[src/rtl/lsu_master.sv]
// Load/store unit memory master: accepts one M-stage access, issues it to memory, returns one response.
// Define LSU_LB_SIGNEXT_EN to sign-extend byte loads; zero-extension is the default.
module lsu_master #(
    parameter int TIMEOUT = 255
) (
    input  logic        clk,
    input  logic        reset,
    input  logic        req_valid,
    output logic        req_ready,
    input  logic        req_we,
    input  logic        req_byte,
    input  logic [31:0] req_addr,
    input  logic [31:0] req_wdata,
    input  logic [31:0] req_pc,
    output logic        resp_valid,
    output logic [31:0] resp_rdata,
    output logic        resp_err,
    output logic        mem_en,
    output logic        mem_we,
    output logic [3:0]  mem_be,
    output logic [31:0] mem_addr,
    output logic [31:0] mem_wdata,
    input  logic        mem_ack,
    input  logic [31:0] mem_rdata
);

    localparam int CntWidth = (TIMEOUT < 2) ? 1 : $clog2(TIMEOUT + 1);

    typedef enum logic [1:0] {
        IDLE  = 2'd0,
        ISSUE = 2'd1,
        RESP  = 2'd2
    } stateT;

    stateT               state;
    stateT               nextState;
    logic                weReg;
    logic                byteReg;
    logic [31:0]         addrReg;
    logic [31:0]         wdataReg;
    logic [31:0]         rdataReg;
    logic                errReg;
    logic [CntWidth-1:0] cycleCnt;
    logic                misaligned;
    logic                timeoutHit;
    logic [7:0]          laneByte;
    logic [31:0]         byteExt;

    // The PC travels with the request for tracing only; the datapath never needs it.
    logic unusedPc;
    assign unusedPc = ^req_pc;

    assign misaligned = !req_byte && (req_addr[1:0] != 2'b00);
    assign timeoutHit = (cycleCnt == CntWidth'(TIMEOUT - 1));

    always_ff @(posedge clk) begin
        if (!reset) begin
            state <= IDLE;
        end else begin
            state <= nextState;
        end
    end

    always_ff @(posedge clk) begin
        if (!reset) begin
            weReg    <= 1'b0;
            byteReg  <= 1'b0;
            addrReg  <= '0;
            wdataReg <= '0;
            rdataReg <= '0;
            errReg   <= 1'b0;
            cycleCnt <= '0;
        end else begin
            case (state)
                IDLE: begin
                    if (req_valid) begin
                        weReg    <= req_we;
                        byteReg  <= req_byte;
                        addrReg  <= req_addr;
                        wdataReg <= req_wdata;
                        rdataReg <= '0;
                        errReg   <= misaligned;
                        cycleCnt <= '0;
                    end
                end
                ISSUE: begin
                    // An ack landing on the timeout edge still counts as a clean completion.
                    if (mem_ack) begin
                        rdataReg <= mem_rdata;
                        errReg   <= 1'b0;
                    end else if (timeoutHit) begin
                        errReg <= 1'b1;
                    end else begin
                        cycleCnt <= cycleCnt + CntWidth'(1);
                    end
                end
                default: begin
                end
            endcase
        end
    end

    always_comb begin
        laneByte = 8'h00;
        case (addrReg[1:0])
            2'd0: laneByte = rdataReg[7:0];
            2'd1: laneByte = rdataReg[15:8];
            2'd2: laneByte = rdataReg[23:16];
            2'd3: laneByte = rdataReg[31:24];
            default: laneByte = 8'h00;
        endcase
    end

`ifdef LSU_LB_SIGNEXT_EN
    assign byteExt = {{24{laneByte[7]}}, laneByte};
`else
    assign byteExt = {24'h000000, laneByte};
`endif

    always_comb begin
        nextState  = state;
        req_ready  = 1'b0;
        resp_valid = 1'b0;
        resp_rdata = '0;
        resp_err   = 1'b0;
        mem_en     = 1'b0;
        mem_we     = 1'b0;
        mem_be     = 4'b0000;
        mem_addr   = '0;
        mem_wdata  = '0;
        case (state)
            IDLE: begin
                req_ready = 1'b1;
                if (req_valid) begin
                    nextState = misaligned ? RESP : ISSUE;
                end
            end
            ISSUE: begin
                mem_en    = 1'b1;
                mem_we    = weReg;
                mem_addr  = {addrReg[31:2], 2'b00};
                mem_be    = byteReg ? (4'b0001 << addrReg[1:0]) : 4'b1111;
                mem_wdata = byteReg ? {4{wdataReg[7:0]}} : wdataReg;
                if (mem_ack || timeoutHit) begin
                    nextState = RESP;
                end
            end
            RESP: begin
                resp_valid = 1'b1;
                resp_err   = errReg;
                if (!errReg && !weReg) begin
                    resp_rdata = byteReg ? byteExt : rdataReg;
                end
                nextState = IDLE;
            end
            default: begin
                nextState = IDLE;
            end
        endcase
    end

endmodule

[config.mk]
export PLATFORM = sky130hd
export DESIGN_NAME = lsu_master
export DESIGN_NICKNAME = d
export VERILOG_FILES = /design/src/rtl/lsu_master.sv
export SDC_FILE = /design/constraint.sdc
export NUM_CORES = 1
export LEC_CHECK = 0
export BUFFER_PORTS_ARGS = -buffer_cell sky130_fd_sc_hd__buf_2
export CAP_MARGIN = 10
export CORE_ASPECT_RATIO = 1.4
export CORE_MARGIN = 2
export CORE_UTILIZATION = 47
export CTS_CLUSTER_DIAMETER = 150
export DETAILED_ROUTE_END_ITERATION = 7
export GPL_ROUTABILITY_DRIVEN = 0
export MAX_ROUTING_LAYER = met4
export PLACE_DENSITY_LB_ADDON = 0.3
export SYNTH_ARGS = -nofsm -noshare
export SYNTH_HDL_FRONTEND = slang
export SYNTH_SLANG_ARGS = --single-unit
[constraint.sdc]
create_clock -name clk -period 1.9 [get_ports clk]
set_input_delay 0.19 -clock clk [delete_from_list [all_inputs] [get_ports clk]]
set_output_delay 0.19 -clock clk [all_outputs]
set_load 0.02 [all_outputs]
==> reports/summary.txt, run 1 <==
total gr overflow - 0
FILL cells - 997
Root Buffer Master - clkbuf_16
Net Switching - 1430 uW
Layout Cells excl Fill - 1030
failing checks - negative setup slack
Main synth FF type - dfxtp_1
largest net degree at the start of global routing - 103
Skew-Pair Late Insertion Delay - 0.35 ns
WP buf/inv - 2
final clock period utilization by the worst path - 1.01
unrepaired setup endpoints after global routing - true
Achievable Freq - 520 MHz
die area - 11900 um2
max-slew violations - 0
worst vdd ir - 0.456 mV
switching share of total power - 0.279
PnR worst setup slack - -0.0240 ns
num rows - 45
first-pass GRT wire length - 22400 um
status - finished with violations
Clk network pwr share - 0.360
clock sink count - 109
Tot Pwr - 5110 uW
CP cell instances - nor2b_4 -> nor3b_4 -> and2b_2 -> buf_6 -> and2_4 -> buf_6
Power Density - 742 nW/um2
area grow syn2layout - 33.5%
Initial Util - 0.480
CTS H-tree depth - 3
crit path capture type - output pin
post-synthesis cell type count - 45
CTS tree - done
Power Internal - 3690 uW
Flop pwr share - 0.483
post-route ant nets - 0
Max Root-Sink Buffers - 2
minimum clock period - 1.92 ns
routed wire length per instance - 14.4 um
syn_area_per_cell - 7.36 um2
antenna violations before repair - 1
CP Launch Type - flop
final core utilization - 0.641
worst-path maximum fanout - 6
fraction of registers with async set/reset - 0
Pleak - 0.00300 uW
number of vias per cell - 5.22
critical path class - flop to output pin
CP max stage cell - dfxtp_4
I/O pin count - 239
share of cells above drive strength 1 - 0.315
Mapped Cells - 702
Final TNS setup - -0.226 ns
GRT Util Overall - 0.240
Max Clock Skew - 0.00452 ns
sequential share of the synthesized area - 0.422
Post-synth EDFFs - 0
most common cell after layout, fill and taps aside - nand2_1
Crit path top cell by count - buf_6
Hold Path Class - primary input to flop
Yosys top cell area share - 0.422
critical path required time - 1.71 ns
Final Hold Fails - 0
CORE AREA - 10800 um2
Placed Area - 6290 um2
Die W - 92.6 um
final setup fails - 21
Syn Std Cell Area - 5160 um2
combinational group share of total power - 0.157
DRT Pass-1 Iters - 5
post-DP HPWL - 9780 um
vias in the first global route - 4550
top cells by area, synth - dfxtp_1, nand2_1, a21oi_1, and2_1, nand3_1
Starting DRT DRC Count - 346
placed insts - 1007
Worst EP arrival - 1.73 ns
CTS clk-pin slew, worst paths - 0.07 ns
most frequent cells in the layout - nand2_1, buf_2, a21oi_1
register bit total from synthesis - 109
Die H - 128 um
WL final - 14900 um
maxcap violations - 0
number of I/O port buffers - 204
CTS Buf Count - 9
Nets - 1019
CP top delay family - simple AND/OR/NAND/NOR gates
# DRC - 0
fin area - 6900 um2
synth warn - 0
max incr delay on CP - 0.36 ns
Yosys top cell by area - dfxtp_1
via count - 5372
## state kept, by name, summed over array words and instances, names as in the netlist
name	cells
cycleCnt	8
addrReg	32
weReg	1
byteReg	1
rdataReg	32
state	2
wdataReg	32
errReg	1
## worst min-delay path, cell delays in order
cell and delay [ns]:
buf_2 0.09, nand2_1 0.04, a21oi_1 0.05
## logic make-up (layout without fill, tap and decap cells)
group                    Yosys count  after routing  share of synthesized area
multiplexers                       8              8                     0.0155
AO/OA/AOI/OAI                    178            178                      0.183
flip-flops                       109            109                      0.422
XOR/XNOR                           1              1                    0.00170
AND/OR/NAND/NOR                  342            342                      0.319
buffers and inverters             61            246                     0.0530
other                              1              3                   0.000726
adder cells (fa/ha/maj)            2              2                    0.00484
## per-stage QoR
| step | hold WS, ns | setup WS (ns) |
|---|---|---|
| final | 0.0715 | -0.0240 |
| after floorplan | 0.326 | 0.180 |
| after global placement | 0.431 | 0.194 |
| after CTS | 0.0630 | -0.00483 |
| after detailed placement | 0.436 | 0.150 |
| after global routing | 0.0697 | -0.0963 |
## path summary, 6_finish.rpt
path,endpoint,from,slack (ns),cells after the start
worst max-delay path,resp_rdata[23],state[1],-0.02,6
worst min-delay path,addrReg[14],req_addr[14],0.07,3
worst max register to register,cycleCnt[0],cycleCnt[0],0.26,6
worst min register to register,state[1],state[1],0.44,1
## power by group through the flow
stage               Clock, uW  Combinational [uW]  Sequential, uW
finish                   1840                 803            2470
global route             1970                 888            2480
detailed placement          0                 772            2520
global placement            0                 767            2520
CTS                      1880                 784            2470
floorplan                   0                 510            2500
## per-layer routing
layer | global-route usage | wire length, um | part of all wire | up-vias
li1 | - | - | - | 2691
met1 | 0.304 | 6100 | 0.41 | 2414
met2 | 0.386 | 7250 | 0.49 | 236
met3 | 0.0417 | 1150 | 0.077 | 31
met5 | - | 0 | 0 | -
met4 | 0.0878 | 361 | 0.024 | 0
## Yosys cell counts, types with 2 or more instances
| master | n |
|---|---|
| nand4_1 | 4 |
| a21o_1 | 4 |
| ha_1 | 2 |
| nor3b_4 | 2 |
| dfxtp_1 | 109 |
| buf_2 | 19 |
| nand2b_1 | 27 |
| inv_1 | 2 |
| clkbuf_2 | 2 |
| o2bb2ai_1 | 2 |
| a211oi_1 | 2 |
| a21oi_1 | 140 |
| clkbuf_1 | 29 |
| nand2_1 | 187 |
| mux2i_1 | 8 |
| nor2b_1 | 2 |
| and2_1 | 64 |
| o21ai_0 | 20 |
| o21a_1 | 2 |
| buf_1 | 4 |
| nand3_1 | 38 |
| nor3_1 | 2 |
| buf_4 | 3 |
| nor2_1 | 7 |
## final cells by class
type	instances	area, um2	area share
Antenna cell	1	2.50	0.000363
Clock buffer	11	253	0.0366
Clock inverter	5	43.8	0.00635
Inverter	3	15.0	0.00218
Multi-Input combinational cell	533	2770	0.402
Sequential cell	109	2190	0.318
Tap cell	141	176	0.0256
Timing Repair Buffer	227	1440	0.209
## what timing repair did
item | CTS | global route
setup endpoints to repair | 64 | 87
hold buffers | 0 | 0
setup buffers | 1 | 2
cloned | 1 | 2
gates resized for setup | 25 | 70
No activity file was read; power rests on OpenSTA's default activity.
==> inputs of run 2 (changes only) <==
--- a/config.mk
+++ b/config.mk
@@ -15,6 +15,7 @@
 export GPL_ROUTABILITY_DRIVEN = 0
 export MAX_ROUTING_LAYER = met4
 export PLACE_DENSITY_LB_ADDON = 0.3
+export SKIP_LAST_GASP = 1
 export SYNTH_ARGS = -nofsm -noshare
 export SYNTH_HDL_FRONTEND = slang
 export SYNTH_SLANG_ARGS = --single-unit
==> reports/summary.txt, run 2 (synthesized netlist as in run 1, its figures left out) <==
Power Density - 744 nW/um2
Final Hold Fails - 0
CTS tree - done
r2r startpoint - cycleCnt[0]
Achievable Freq - 519 MHz
CP Capture Point - resp_rdata[19]
CP cell instances - nor2b_4 -> nor3b_4 -> and2b_2 -> buf_6 -> and2_4 -> buf_6
Worst Reg2Reg Path Length in Cells - 6
worst-path maximum fanout - 6
R2R Setup Slk - 0.27 ns
max incr delay on CP - 0.36 ns
share of cells above drive strength 1 - 0.304
num rows - 45
Max Root-Sink Buffers - 2
Max Clock Skew - 0.00459 ns
clock sink count - 109
Fin Hold WS - 0.0710 ns
via count - 5348
critical path required time - 1.71 ns
Hold Buf Count CTS - 0
first-pass GRT wire length - 22300 um
Nets - 1019
failing checks - negative setup slack
unrepaired setup endpoints after global routing - true
CP Launch Type - flop
critical path class - flop to output pin
Die W - 92.6 um
I/O pin count - 239
DRT Pass-1 Iters - 4
Skew-Pair Late Insertion Delay - 0.35 ns
largest net degree at the start of global routing - 103
antenna violations before repair - 1
status - finished with violations
Starting DRT DRC Count - 387
Worst EP arrival - 1.74 ns
CTS clk-pin slew, worst paths - 0.07 ns
crit path capture type - output pin
most common cell after layout, fill and taps aside - nand2_1
CTS H-tree depth - 3
PnR worst setup slack - -0.0256 ns
Root Buffer Master - clkbuf_16
post-route ant nets - 0
max-slew violations - 0
FF-to-FF End - cycleCnt[0]
GRT Util Overall - 0.240
number of I/O port buffers - 204
Top Registers - addrReg x32, rdataReg x32, wdataReg x32
Hold Path Class - primary input to flop
total gr overflow - 0
CORE AREA - 10800 um2
CP startpoint - state[1]
Die H - 128 um
maxcap violations - 0
final clock period utilization by the worst path - 1.01
# DRC - 0
final setup fails - 16
post-DP HPWL - 9780 um
CP max stage cell - dfxtp_4
WL final - 14900 um
routed wire length per instance - 14.4 um
vias in the first global route - 4545
die area - 11900 um2
Layout Cells excl Fill - 1030
area grow syn2layout - 33.0%
Crit path top cell by count - buf_6
number of vias per cell - 5.19
CTS Buf Count - 9
most frequent cells in the layout - nand2_1, buf_2, a21oi_1
placed insts - 1007
Pleak - 0.00298 uW
worst vdd ir - 0.457 mV
minimum clock period - 1.93 ns
Initial Util - 0.480
run 2: area by class of cell:
| cell class | count | area, um2 |
|---|---|---|
| diodes | 1 | 2.50 |
| clock buffers | 11 | 253 |
| clock inverters | 5 | 43.8 |
| fillers | 1005 | 3880 |
| inverters | 3 | 15.0 |
| multi-input cells | 533 | 2750 |
| flip-flops and latches | 109 | 2190 |
| well taps | 141 | 176 |
| repair buffers | 227 | 1440 |
run 2: where the power goes:
group          leakage (uW)  switching, uW  internal, uW
Sequential         0.000892           70.4          2400
Clock              0.000140            865           976
Combinational       0.00195            490           312
Total               0.00298           1420          3690
run 2: worst min path at each step:
stage                  start      endpoint  slack (ns)  cells after the start
4_1_cts         req_addr[16]   addrReg[16]        0.06                      3
3_3_place_gp     req_addr[7]    addrReg[7]        0.43                      3
6_report        req_addr[14]   addrReg[14]        0.07                      3
3_5_place_dp    req_addr[16]   addrReg[16]        0.44                      3
5_1_grt        req_wdata[11]  wdataReg[11]        0.07                      3
2_1_floorplan   req_addr[10]   addrReg[10]        0.33                      2
run 2: layer usage:
metal | track usage | wire (um)
met5 | - | 0
met4 | 0.0878 | 322
met3 | 0.0417 | 1070
met2 | 0.386 | 7340
met1 | 0.304 | 6130
run 2: worst max-delay path: cells and delay by family, from the launching register on:
kind / cells / cell delay (ns)
buf+inv: 2 / 0.27
flops: 1 / 0.36
simple gates: 4 / 0.75
run 2: per-stage QoR:
step,setup TNS [ns],cell area (um2),total power (uW),setup WS (ns),utilization
2_1_floorplan,0,5170,3010,0.180,-
3_3_place_gp,0,6290,3290,0.194,0.585
3_5_place_dp,0,6290,3300,0.150,0.585
4_1_cts,-0.0204,6650,5130,-0.00985,0.619
5_1_grt,-2.49,6870,5340,-0.114,0.639
6_report,-0.143,6870,5110,-0.0256,0.639
run 2: what timing repair did:
| action | 4_1_cts | 5_1_grt |
|---|---|---|
| buffers inserted | 1 | 2 |
| resized for setup | 20 | 64 |
| setup endpoints to repair | 64 | 87 |
| gates cloned | 1 | 2 |
==> inputs of run 3 (changes only) <==
--- a/config.mk
+++ b/config.mk
@@ -7,7 +7,7 @@
 export LEC_CHECK = 0
 export BUFFER_PORTS_ARGS = -buffer_cell sky130_fd_sc_hd__buf_2
 export CAP_MARGIN = 10
-export CORE_ASPECT_RATIO = 1.4
+export CORE_ASPECT_RATIO = 1.1
 export CORE_MARGIN = 2
 export CORE_UTILIZATION = 47
 export CTS_CLUSTER_DIAMETER = 150
==> reports/summary.txt, run 3 (synthesized netlist as in run 1, its figures left out) <==
final setup fails - 1
number of vias per cell - 5.17
I/O pin count - 239
num rows - 40
area grow syn2layout - 33.8%
Final Hold Fails - 0
Root Buffer Master - clkbuf_16
minimum clock period - 1.91 ns
critical path required time - 1.71 ns
Fin Hold WS - 0.0786 ns
Die H - 114 um
Power Internal - 3740 uW
Die W - 104 um
Achievable Freq - 525 MHz
Worst EP arrival - 1.72 ns
via count - 5367
CP max stage cell - dfxtp_2
worst-path maximum fanout - 6
CTS H-tree depth - 3
Top Registers - addrReg x32, rdataReg x32, wdataReg x32
failing checks - negative setup slack
unrepaired setup endpoints after global routing - true
CTS clk-pin slew, worst paths - 0.07 ns
critical path class - flop to output pin
WP buf/inv - 2
Final TNS setup - -0.00525 ns
clock sink count - 109
total gr overflow - 0
Clk network pwr share - 0.357
Layout Cells excl Fill - 1039
Power Density - 739 nW/um2
CTS tree - done
CP cell instances - nor2b_4 -> nor3b_4 -> and2b_4 -> clkbuf_16 -> and2_1 -> buf_6
Nets - 1022
DRT Pass-1 Iters - 7
status - finished with violations
Max Root-Sink Buffers - 2
post-route ant nets - 0
maxcap violations - 0
pre-CTS setup slack - 0.221 ns
die area - 11800 um2
CTS Buf Count - 9
Net Switching - 1370 uW
routed wire length per instance - 14.2 um
Starting DRT DRC Count - 273
Worst-Margin Slew - 0.501 ns
Initial Util - 0.478
Max Clock Skew - 0.0117 ns
first-pass GRT wire length - 22700 um
CORE AREA - 10800 um2
Skew-Pair Late Insertion Delay - 0.34 ns
Hold Path Class - primary input to flop
combinational group share of total power - 0.160
Slew headroom - 0.666
number of I/O port buffers - 204
Tot Pwr - 5110 uW
worst vdd ir - 0.438 mV
# DRC - 0
CP top delay family - simple AND/OR/NAND/NOR gates
antenna violations before repair - 1
post-DP HPWL - 9770 um
GRT Util Overall - 0.240
max incr delay on CP - 0.32 ns
Flop pwr share - 0.483
most frequent cells in the layout - nand2_1, buf_2, a21oi_1
max-slew violations - 0
share of cells above drive strength 1 - 0.313
PnR worst setup slack - -0.00525 ns
crit path capture type - output pin
CP Launch Type - flop
final clock period utilization by the worst path - 1.00
Pleak - 0.00301 uW
Hold Buf Count CTS - 0
largest net degree at the start of global routing - 103
placed insts - 1017
most common cell after layout, fill and taps aside - nand2_1
vias in the first global route - 4780
WL final - 14700 um
switching share of total power - 0.267
[run 3: cell types whose count changed in the layout (fill, tap and decap cells not counted), sizes merged]
cell | previous run | this run
inv | 3 | 2
bufinv | 0 | 1
buf | 227 | 228
clkbuf | 11 | 14
clkinv | 3 | 4
clkinvlp | 2 | 0
[run 3: per-layer routing]
metal,vias to the layer above,part of all wire,wire [um],global-route usage
met5,-,0,0,-
met2,220,0.47,6920,0.377
li1,2687,-,-,-
met3,37,0.057,838,0.0337
met1,2423,0.44,6420,0.304
met4,0,0.036,527,0.120
[run 3: stage by stage]
step,area [um2],util
after floorplan,5170,-
after global placement,6310,0.583
after detailed placement,6310,0.583
after CTS,6620,0.612
after global routing,6910,0.639
final,6910,0.639
[run 3: cell type report]
cell class	count	area, um2
tap	147	184
sequential	109	2190
multi-input combinational	533	2770
clock inverter	4	48.8
clock buffer	12	236
timing repair buffer	230	1470
antenna	1	2.50
inverter	3	15.0
fill	987	3900
[run 3: power by group through the flow]
stage / Combinational [uW] / Clock (uW) / Sequential, uW
final: 819 / 1820 / 2470
after global placement: 776 / 0 / 2510
after global routing: 905 / 1950 / 2480
after detailed placement: 779 / 0 / 2520
after CTS: 789 / 1860 / 2470
after floorplan: 510 / 0 / 2500
[run 3: repair_timing]
action,in CTS,in global routing
cloned,0,3
buffers inserted,1,1
endpoints found under the setup margin,92,75
gates resized for setup,5,78
[run 3: final timing paths]
kind                 from  slack, ns  cells after the start        endpoint
max reg2reg      state[1]       0.18                      7    rdataReg[22]
min          req_addr[18]       0.08                      3     addrReg[18]
min reg2reg   rdataReg[7]       0.45                      2     rdataReg[7]
max              state[1]     -0.005                      6  resp_rdata[12]
[run 3: worst reg2reg max path: cells and delay by family (launching register included)]
kind | cells | cell delay, ns
flip-flops | 1 | 0.32
buffers and inverters | 4 | 0.73
AO/OA/AOI/OAI | 1 | 0.18
AND/OR/NAND/NOR | 2 | 0.42
